===== config.mk =====
export PLATFORM = sky130hd
export DESIGN_NAME = reg_file_mp_flat
export DESIGN_NICKNAME = d
export VERILOG_FILES = /design/src/rtl/reg_file_pkg.sv /design/src/rtl/reg_file_mp_if.sv /design/src/rtl/reg_file_rd_port.sv /design/src/rtl/reg_file_mp.sv /design/src/flat_wrapper.sv
export SDC_FILE = /design/constraint.sdc
export NUM_CORES = 2
export LEC_CHECK = 0
export CAP_MARGIN = 20
export CORE_ASPECT_RATIO = 0.6
export CORE_UTILIZATION = 40
export DETAILED_ROUTE_END_ITERATION = 10
export PLACE_DENSITY_LB_ADDON = 0.25
export SLEW_MARGIN = 30
export SYNTH_ARGS = -nofsm -noshare
export SYNTH_HDL_FRONTEND = slang
export SYNTH_SLANG_ARGS = --single-unit

===== constraint.sdc =====
create_clock -name clk -period 3.6 [get_ports clk]
set_input_delay 0.72 -clock clk [delete_from_list [all_inputs] [get_ports clk]]
set_output_delay 0.72 -clock clk [all_outputs]
set_load 0.05 [all_outputs]

===== src/rtl/reg_file_pkg.sv =====
// rtl/reg_file_pkg.sv - shared types, defaults and address qualification for the register file
package reg_file_pkg;

  localparam int XLEN_DEF     = 32;
  localparam int NUM_REGS_DEF = 32;

  typedef logic [4:0]  reg_addr_t;
  typedef logic [31:0] xlen_t;

  localparam reg_addr_t ZERO_ADDR = '0;

  // An address is usable when it names a real register and is not the hardwired zero register
  function automatic logic addr_ok(input logic [31:0] addr, input int num_regs, input bit zero_reg);
    return (addr < 32'(num_regs)) && !(zero_reg && (addr == 32'(ZERO_ADDR)));
  endfunction

endpackage


===== src/rtl/reg_file_mp_if.sv =====
// rtl/reg_file_mp_if.sv - read, write and scoreboard-set bus of the multi-port register file
interface reg_file_mp_if #(
  parameter int XLEN     = 32,
  parameter int NUM_REGS = 32,
  parameter int NUM_RD   = 2,
  parameter int NUM_WR   = 1
);

  localparam int AW = (NUM_REGS > 1) ? $clog2(NUM_REGS) : 1;

  logic [NUM_RD-1:0]           rs_en;
  logic [NUM_RD-1:0][AW-1:0]   rs_addr;
  logic [NUM_RD-1:0][XLEN-1:0] rs_data;
  logic [NUM_RD-1:0]           rs_busy;
  logic [NUM_WR-1:0]           rd_en;
  logic [NUM_WR-1:0][AW-1:0]   rd_addr;
  logic [NUM_WR-1:0][XLEN-1:0] rd_data;
  logic                        sb_set_en;
  logic [AW-1:0]               sb_set_addr;

  modport master (
    output rs_en, rs_addr, rd_en, rd_addr, rd_data, sb_set_en, sb_set_addr,
    input  rs_data, rs_busy
  );

  modport slave (
    input  rs_en, rs_addr, rd_en, rd_addr, rd_data, sb_set_en, sb_set_addr,
    output rs_data, rs_busy
  );

endinterface


===== src/rtl/reg_file_rd_port.sv =====
// rtl/reg_file_rd_port.sv - one registered read port with write forwarding and busy lookup
module reg_file_rd_port
  import reg_file_pkg::*;
#(
  parameter int XLEN     = 32,
  parameter int NUM_REGS = 32,
  parameter int NUM_WR   = 1,
  parameter int BYPASS   = 1,
  parameter int ZERO_REG = 1,
  parameter int AW       = 5
) (
  input  logic                        clk,
  input  logic                        reset,
  input  logic                        rs_en_i,
  input  logic [AW-1:0]               rs_addr_i,
  input  logic [XLEN-1:0]             stor_data_i,
  input  logic                        stor_busy_i,
  input  logic [NUM_WR-1:0]           wr_ok_i,
  input  logic [NUM_WR-1:0][AW-1:0]   wr_addr_i,
  input  logic [NUM_WR-1:0][XLEN-1:0] wr_data_i,
  input  logic                        set_ok_i,
  input  logic [AW-1:0]               set_addr_i,
  output logic [XLEN-1:0]             rs_data_o,
  output logic                        rs_busy_o
);

  logic            rd_ok;
  logic            hit;
  logic [XLEN-1:0] hit_data;
  logic [XLEN-1:0] rs_data_d, rs_data_q;
  logic            rs_busy_d, rs_busy_q;

  // Qualify the read, find the winning same-cycle write (last match = highest port) and pick the result
  always_comb begin
    rd_ok     = rs_en_i && addr_ok(32'(rs_addr_i), NUM_REGS, ZERO_REG != 0);
    hit       = 1'b0;
    hit_data  = '0;
    rs_data_d = '0;
    rs_busy_d = 1'b0;
    for (int w = 0; w < NUM_WR; w++) begin
      if (wr_ok_i[w] && (wr_addr_i[w] == rs_addr_i)) begin
        hit      = 1'b1;
        hit_data = wr_data_i[w];
      end
    end
    if (rd_ok) begin
      rs_data_d = (BYPASS != 0 && hit) ? hit_data : stor_data_i;
      if (BYPASS != 0 && set_ok_i && (set_addr_i == rs_addr_i)) begin
        rs_busy_d = 1'b1;
      end else if (BYPASS != 0 && hit) begin
        rs_busy_d = 1'b0;
      end else begin
        rs_busy_d = stor_busy_i;
      end
    end
  end

  // Output flops; reset forces a clean zero response
  always_ff @(posedge clk) begin
    if (reset) begin
      rs_data_q <= '0;
      rs_busy_q <= 1'b0;
    end else begin
      rs_data_q <= rs_data_d;
      rs_busy_q <= rs_busy_d;
    end
  end

  assign rs_data_o = rs_data_q;
  assign rs_busy_o = rs_busy_q;

endmodule


===== src/rtl/reg_file_mp.sv =====
// rtl/reg_file_mp.sv - multi-port integer register file with bypass and busy scoreboard
module reg_file_mp
  import reg_file_pkg::*;
#(
  parameter int XLEN     = XLEN_DEF,
  parameter int NUM_REGS = NUM_REGS_DEF,
  parameter int NUM_RD   = 2,
  parameter int NUM_WR   = 1,
  parameter int BYPASS   = 1,
  parameter int ZERO_REG = 1
) (
  input logic          clk,
  input logic          reset,
  reg_file_mp_if.slave bus
);

  localparam int AW = (NUM_REGS > 1) ? $clog2(NUM_REGS) : 1;

  logic [NUM_REGS-1:0][XLEN-1:0] regs_q, regs_d;
  logic [NUM_REGS-1:0]           busy_q, busy_d;
  logic [NUM_WR-1:0]             wr_ok;
  logic                          set_ok;
  logic [NUM_RD-1:0][XLEN-1:0]   rs_data_w;
  logic [NUM_RD-1:0]             rs_busy_w;

  // Decide which writes and which scoreboard set actually land this cycle
  always_comb begin
    wr_ok = '0;
    for (int w = 0; w < NUM_WR; w++) begin
      wr_ok[w] = bus.rd_en[w] && addr_ok(32'(bus.rd_addr[w]), NUM_REGS, ZERO_REG != 0);
    end
    set_ok = bus.sb_set_en && addr_ok(32'(bus.sb_set_addr), NUM_REGS, ZERO_REG != 0);
  end

  // Ascending write order lets the highest port win; the set is applied last so it beats a clear
  always_comb begin
    regs_d = regs_q;
    busy_d = busy_q;
    for (int w = 0; w < NUM_WR; w++) begin
      if (wr_ok[w]) begin
        regs_d[bus.rd_addr[w]] = bus.rd_data[w];
        busy_d[bus.rd_addr[w]] = 1'b0;
      end
    end
    if (set_ok) begin
      busy_d[bus.sb_set_addr] = 1'b1;
    end
  end

  // Storage and scoreboard state
  always_ff @(posedge clk) begin
    if (reset) begin
      regs_q <= '0;
      busy_q <= '0;
    end else begin
      regs_q <= regs_d;
      busy_q <= busy_d;
    end
  end

  for (genvar i = 0; i < NUM_RD; i++) begin : g_rd
    reg_file_rd_port #(
      .XLEN     (XLEN),
      .NUM_REGS (NUM_REGS),
      .NUM_WR   (NUM_WR),
      .BYPASS   (BYPASS),
      .ZERO_REG (ZERO_REG),
      .AW       (AW)
    ) u_rd_port (
      .clk         (clk),
      .reset       (reset),
      .rs_en_i     (bus.rs_en[i]),
      .rs_addr_i   (bus.rs_addr[i]),
      .stor_data_i (regs_q[bus.rs_addr[i]]),
      .stor_busy_i (busy_q[bus.rs_addr[i]]),
      .wr_ok_i     (wr_ok),
      .wr_addr_i   (bus.rd_addr),
      .wr_data_i   (bus.rd_data),
      .set_ok_i    (set_ok),
      .set_addr_i  (bus.sb_set_addr),
      .rs_data_o   (rs_data_w[i]),
      .rs_busy_o   (rs_busy_w[i])
    );
  end

  assign bus.rs_data = rs_data_w;
  assign bus.rs_busy = rs_busy_w;

endmodule

===== src/flat_wrapper.sv =====
// flat-port wrapper written by rule: the top's interface ports become plain ports
module reg_file_mp_flat import reg_file_pkg::*;
#(
  parameter int XLEN     = XLEN_DEF,
  parameter int NUM_REGS = NUM_REGS_DEF,
  parameter int NUM_RD   = 2,
  parameter int NUM_WR   = 1,
  parameter int BYPASS   = 1,
  parameter int ZERO_REG = 1
)
  (clk, reset, bus_rs_en, bus_rs_addr, bus_rd_en, bus_rd_addr, bus_rd_data, bus_sb_set_en, bus_sb_set_addr, bus_rs_data, bus_rs_busy);
  reg_file_mp_if #(.XLEN(XLEN), .NUM_REGS(NUM_REGS), .NUM_RD(NUM_RD), .NUM_WR(NUM_WR)) bus_i ();
  input logic clk;
  input logic reset;
  input wire logic [$bits(bus_i.rs_en)-1:0] bus_rs_en;
  input wire logic [$bits(bus_i.rs_addr)-1:0] bus_rs_addr;
  input wire logic [$bits(bus_i.rd_en)-1:0] bus_rd_en;
  input wire logic [$bits(bus_i.rd_addr)-1:0] bus_rd_addr;
  input wire logic [$bits(bus_i.rd_data)-1:0] bus_rd_data;
  input wire logic [$bits(bus_i.sb_set_en)-1:0] bus_sb_set_en;
  input wire logic [$bits(bus_i.sb_set_addr)-1:0] bus_sb_set_addr;
  output wire logic [$bits(bus_i.rs_data)-1:0] bus_rs_data;
  output wire logic [$bits(bus_i.rs_busy)-1:0] bus_rs_busy;
  assign bus_i.rs_en = bus_rs_en;
  assign bus_i.rs_addr = bus_rs_addr;
  assign bus_i.rd_en = bus_rd_en;
  assign bus_i.rd_addr = bus_rd_addr;
  assign bus_i.rd_data = bus_rd_data;
  assign bus_i.sb_set_en = bus_sb_set_en;
  assign bus_i.sb_set_addr = bus_sb_set_addr;
  assign bus_rs_data = bus_i.rs_data;
  assign bus_rs_busy = bus_i.rs_busy;
  reg_file_mp #(.XLEN(XLEN), .NUM_REGS(NUM_REGS), .NUM_RD(NUM_RD), .NUM_WR(NUM_WR), .BYPASS(BYPASS), .ZERO_REG(ZERO_REG)) u_core (.clk(clk), .reset(reset), .bus(bus_i));
endmodule

==> impl_metrics.ini <==
[critical_path]
logic_depth_of_the_worst_path_buffers_included = 1
critical_path.max_fanout = 1
cp.required_ns = 2.88
cp-startpoint = u_core.g_rd[0].u_rd_port.rs_data_o[26]
worst_ep_arrival_time_ns = 2.30
timing.critical_path.from_type = flop
critPathCaptureType = output port
crit_path_max_cell_delay_ns = 0.91
regToRegEndpoint = u_core.g_rd[1].u_rd_port.rs_data_o[24]
worst-r2r-setup-slack_ns = 1.45
worstSetupEndpoint = bus_rs_data[26]
crit_buf_inv = 1
timing.rr.start = u_core.regs_q[344]
crit_family = buffers and inverters
timing.reg2reg.worst_path_depth = 4
worstSetupPathType = reg -> out
crit_path_cell_trace = clkdlybuf4s50_1
critical-path-slowest-cell = sky130_fd_sc_hd__clkdlybuf4s50_1

[clock_network]
tritoncts.num_buffers = 104
cts_repair_resize_count = 0
cts.sinks = 1122
path_clk_slew_ns = 0.07
setup_fix_bufs_post_cts = 0
cts_hold_buf = 0
cts_tree = built
htreeDepth = 3
ctsLongestPathBuffers = 3
ctsRootBufferMaster = sky130_fd_sc_hd__clkbuf_16
clock_latency_of_the_later_clocked_register_in_the_worst_skew_pair_ns = 0.75

[final_layout]
layout.cells.most_common = sky130_fd_sc_hd__nand2_1
final_layout_size_suffix_gt1_share_pct = 17.6
finish.instance_area_um2 = 63500
most-common-layout-cells = 2070 x sky130_fd_sc_hd__nand2_1, 1122 x sky130_fd_sc_hd__dfxtp_1, 1100 x sky130_fd_sc_hd__a21oi_1
nNetsFinal = 6284
area_added_between_synthesis_and_finish_pct = 15.0

[logic_synthesis]
syn-cell-area_um2 = 55300
synth-async-reset-ratio_pct = 0
synth_edf_count = 0
netlist.top_cell.by_area = sky130_fd_sc_hd__dfxtp_1
average_size_of_a_mapped_cell_um2 = 8.71
sequential_area_share_after_synthesis_pct = 40.6
synth-warning-count = 0
post_synth_num_cell_types = 47
syn_inst = 6344
area_fraction_of_the_dominant_cell_type_after_synthesis_pct = 40.6
ys_dominant_reg_cell = sky130_fd_sc_hd__dfxtp_1
post_synth_main_area_contributors = sky130_fd_sc_hd__dfxtp_1 41%, sky130_fd_sc_hd__mux4_2 15%, sky130_fd_sc_hd__nand2_1 14%, sky130_fd_sc_hd__a21oi_1 10%, sky130_fd_sc_hd__mux2i_1 4.7%
yosys_register_bits = 1122
postSynthNetCount = 6402

[global_route]
maximum_number_of_pins_on_one_net_before_global_route_repair = 210
grt_pass1_wl_mm = 355
antenna_found_initial = 17
grt_overflow = 0
grt_util_all_layers_pct = 35.0
first_global_vias = 48100

[power]
vdd_drop_max_mv = 0.380
seq_power_share_pct = 45.3
internal_power_mw = 20.4
combPwrFrac_pct = 9.7
switchingPower_mw = 7.43
leakagePower_nw = 21.1
powerDensity_nw_per_um2 = 438
power_frac_clock_pct = 45.0
power_switching_share_pct = 26.7

[timing]
fin_setup_tns_ns = 0
worst-slew-pin-transition_ns = 1.10
fmax_mhz = 331
finalClockSkew_ns = 0.0180
final_min_period_over_clock_period_pct = 84.0
worst_slew_margin_rel_pct = 26.7
setup_violations = 0
report.final.hold_viol_count = 0
grt_setup_unrepaired = false
drv_slew = 0
time_the_final_worst_path_needs_with_i_o_delays_and_setup_ns = 3.02

[drt]
drt_drc_violations_left = 0
detail_route.wl_per_cell_um = 30.9
drc_marker_count_from_the_first_detailed_route_iteration = 8666
num_vias = 52500
final_antenna_net_count = 0
drt_pre_antenna_iters = 6
drt-vias-per-instance = 6.45
route.final.wire_length_mm = 252

[die]
row_count = 105
floorplan.initialDensity_pct = 40.4
die_ar_um2 = 140000
die_w_um = 482
die_y_um = 290
placeableCoreArea_um2 = 137000
top_level_ports = 124

[hold_path]
hold_path.startpoint = reset
hold_path_class = in -> reg

[placement]
port_buffers = 123
dp_hpwl_mm = 156
postPlaceCellArea_um2 = 59700
place.gp.congestion = 0.944

[run]
timing.max_cap.violations = 0

[status]
outcome = complete, no violations
## metal layers
metal  vias to the layer above  track usage, %  part of all wire (%)
li1                      22000               -                     -
met1                     25700            49.7                    40
met2                      4105            46.5                    39
met3                       703            13.8                    16
met5                         -               0                 0.046
met4                        20            14.4                   4.8
## kinds of logic after synthesis
family | count (synthesis) | share of synthesized area, %
and+or+nand+nor | 2283 | 16.0
xor gates and xnor gates | 20 | 0.317
DFF | 1122 | 40.6
buffers and inverters | 678 | 5.00
AOI/OAI and AO/OA | 1484 | 15.8
muxes | 757 | 22.3
## per-stage QoR
step | power (mW) | worst slack, ns | hold slack (ns) | util (%) | instances
after floorplan | 14.4 | 0.913 | 0.442 | - | 6344
after global placement | 15.4 | 0.0384 | 0.448 | 43.6 | 7938
after detailed placement | 15.5 | 0.113 | 0.456 | 43.6 | 7938
after CTS | 27.7 | 0.608 | 0.292 | 46.4 | 8132
after global routing | 28.4 | 0.542 | 0.329 | 46.4 | 8136
final | 27.8 | 0.576 | 0.321 | 46.4 | 8138
## flip-flops by register name, summed over array words and instances, names as in the netlist
signal,cells
u_core.busy_q,32
u_core.g_rd.u_rd_port.rs_busy_o,2
u_core.g_rd.u_rd_port.rs_data_o,64
u_core.regs_q,1024
## how the worst min path moves through the flow
stage / endpoint / slack (ns) / cells after the start
after floorplan: u_core.regs_q[102] / 0.44 / 2
after global placement: u_core.regs_q[838] / 0.45 / 2
after detailed placement: u_core.regs_q[472] / 0.46 / 2
after CTS: u_core.regs_q[12] / 0.29 / 2
after global routing: u_core.regs_q[927] / 0.33 / 2
final: u_core.regs_q[895] / 0.32 / 2
## cell usage after synthesis, types with 10 or more instances
cell and n:
sky130_fd_sc_hd__a22oi_1 82, sky130_fd_sc_hd__o22ai_1 51, sky130_fd_sc_hd__buf_4 22, sky130_fd_sc_hd__nor2b_1 45, sky130_fd_sc_hd__clkbuf_1 542, sky130_fd_sc_hd__nand2_1 2101, sky130_fd_sc_hd__buf_2 77, sky130_fd_sc_hd__buf_1 27
sky130_fd_sc_hd__a21oi_1 1100, sky130_fd_sc_hd__a22o_1 15, sky130_fd_sc_hd__nand4_1 14, sky130_fd_sc_hd__mux2i_1 262, sky130_fd_sc_hd__a221o_1 46, sky130_fd_sc_hd__a2111oi_0 13, sky130_fd_sc_hd__nor2_1 81, sky130_fd_sc_hd__o221ai_1 70
sky130_fd_sc_hd__a32o_1 48, sky130_fd_sc_hd__dfxtp_1 1122, sky130_fd_sc_hd__a221oi_1 15, sky130_fd_sc_hd__nand2b_1 14, sky130_fd_sc_hd__nor3_1 10, sky130_fd_sc_hd__o31ai_1 13, sky130_fd_sc_hd__o22a_1 11, sky130_fd_sc_hd__mux2_2 130
sky130_fd_sc_hd__mux4_2 365, sky130_fd_sc_hd__xnor2_1 14
## power groups by stage
stage | logic [mW] | registers [mW] | clock network (mW)
5_1_grt | 2.71 | 12.6 | 13.0
3_3_place_gp | 2.56 | 12.9 | 0
4_1_cts | 2.57 | 12.6 | 12.5
3_5_place_dp | 2.57 | 12.9 | 0
6_report | 2.69 | 12.6 | 12.5
2_1_floorplan | 1.42 | 12.9 | 0
## final cells by class
class / count / area [µm²]
inverters: 3 / 11.3
well taps: 1819 / 2280
multi-input cells: 4544 / 30400
fillers: 12900 / 73300
diodes: 5 / 12.5
clock inverters: 55 / 773
clock buffers: 139 / 3010
repair buffers: 451 / 4560
flip-flops and latches: 1122 / 22500
(Power assumes the default switching activity.)
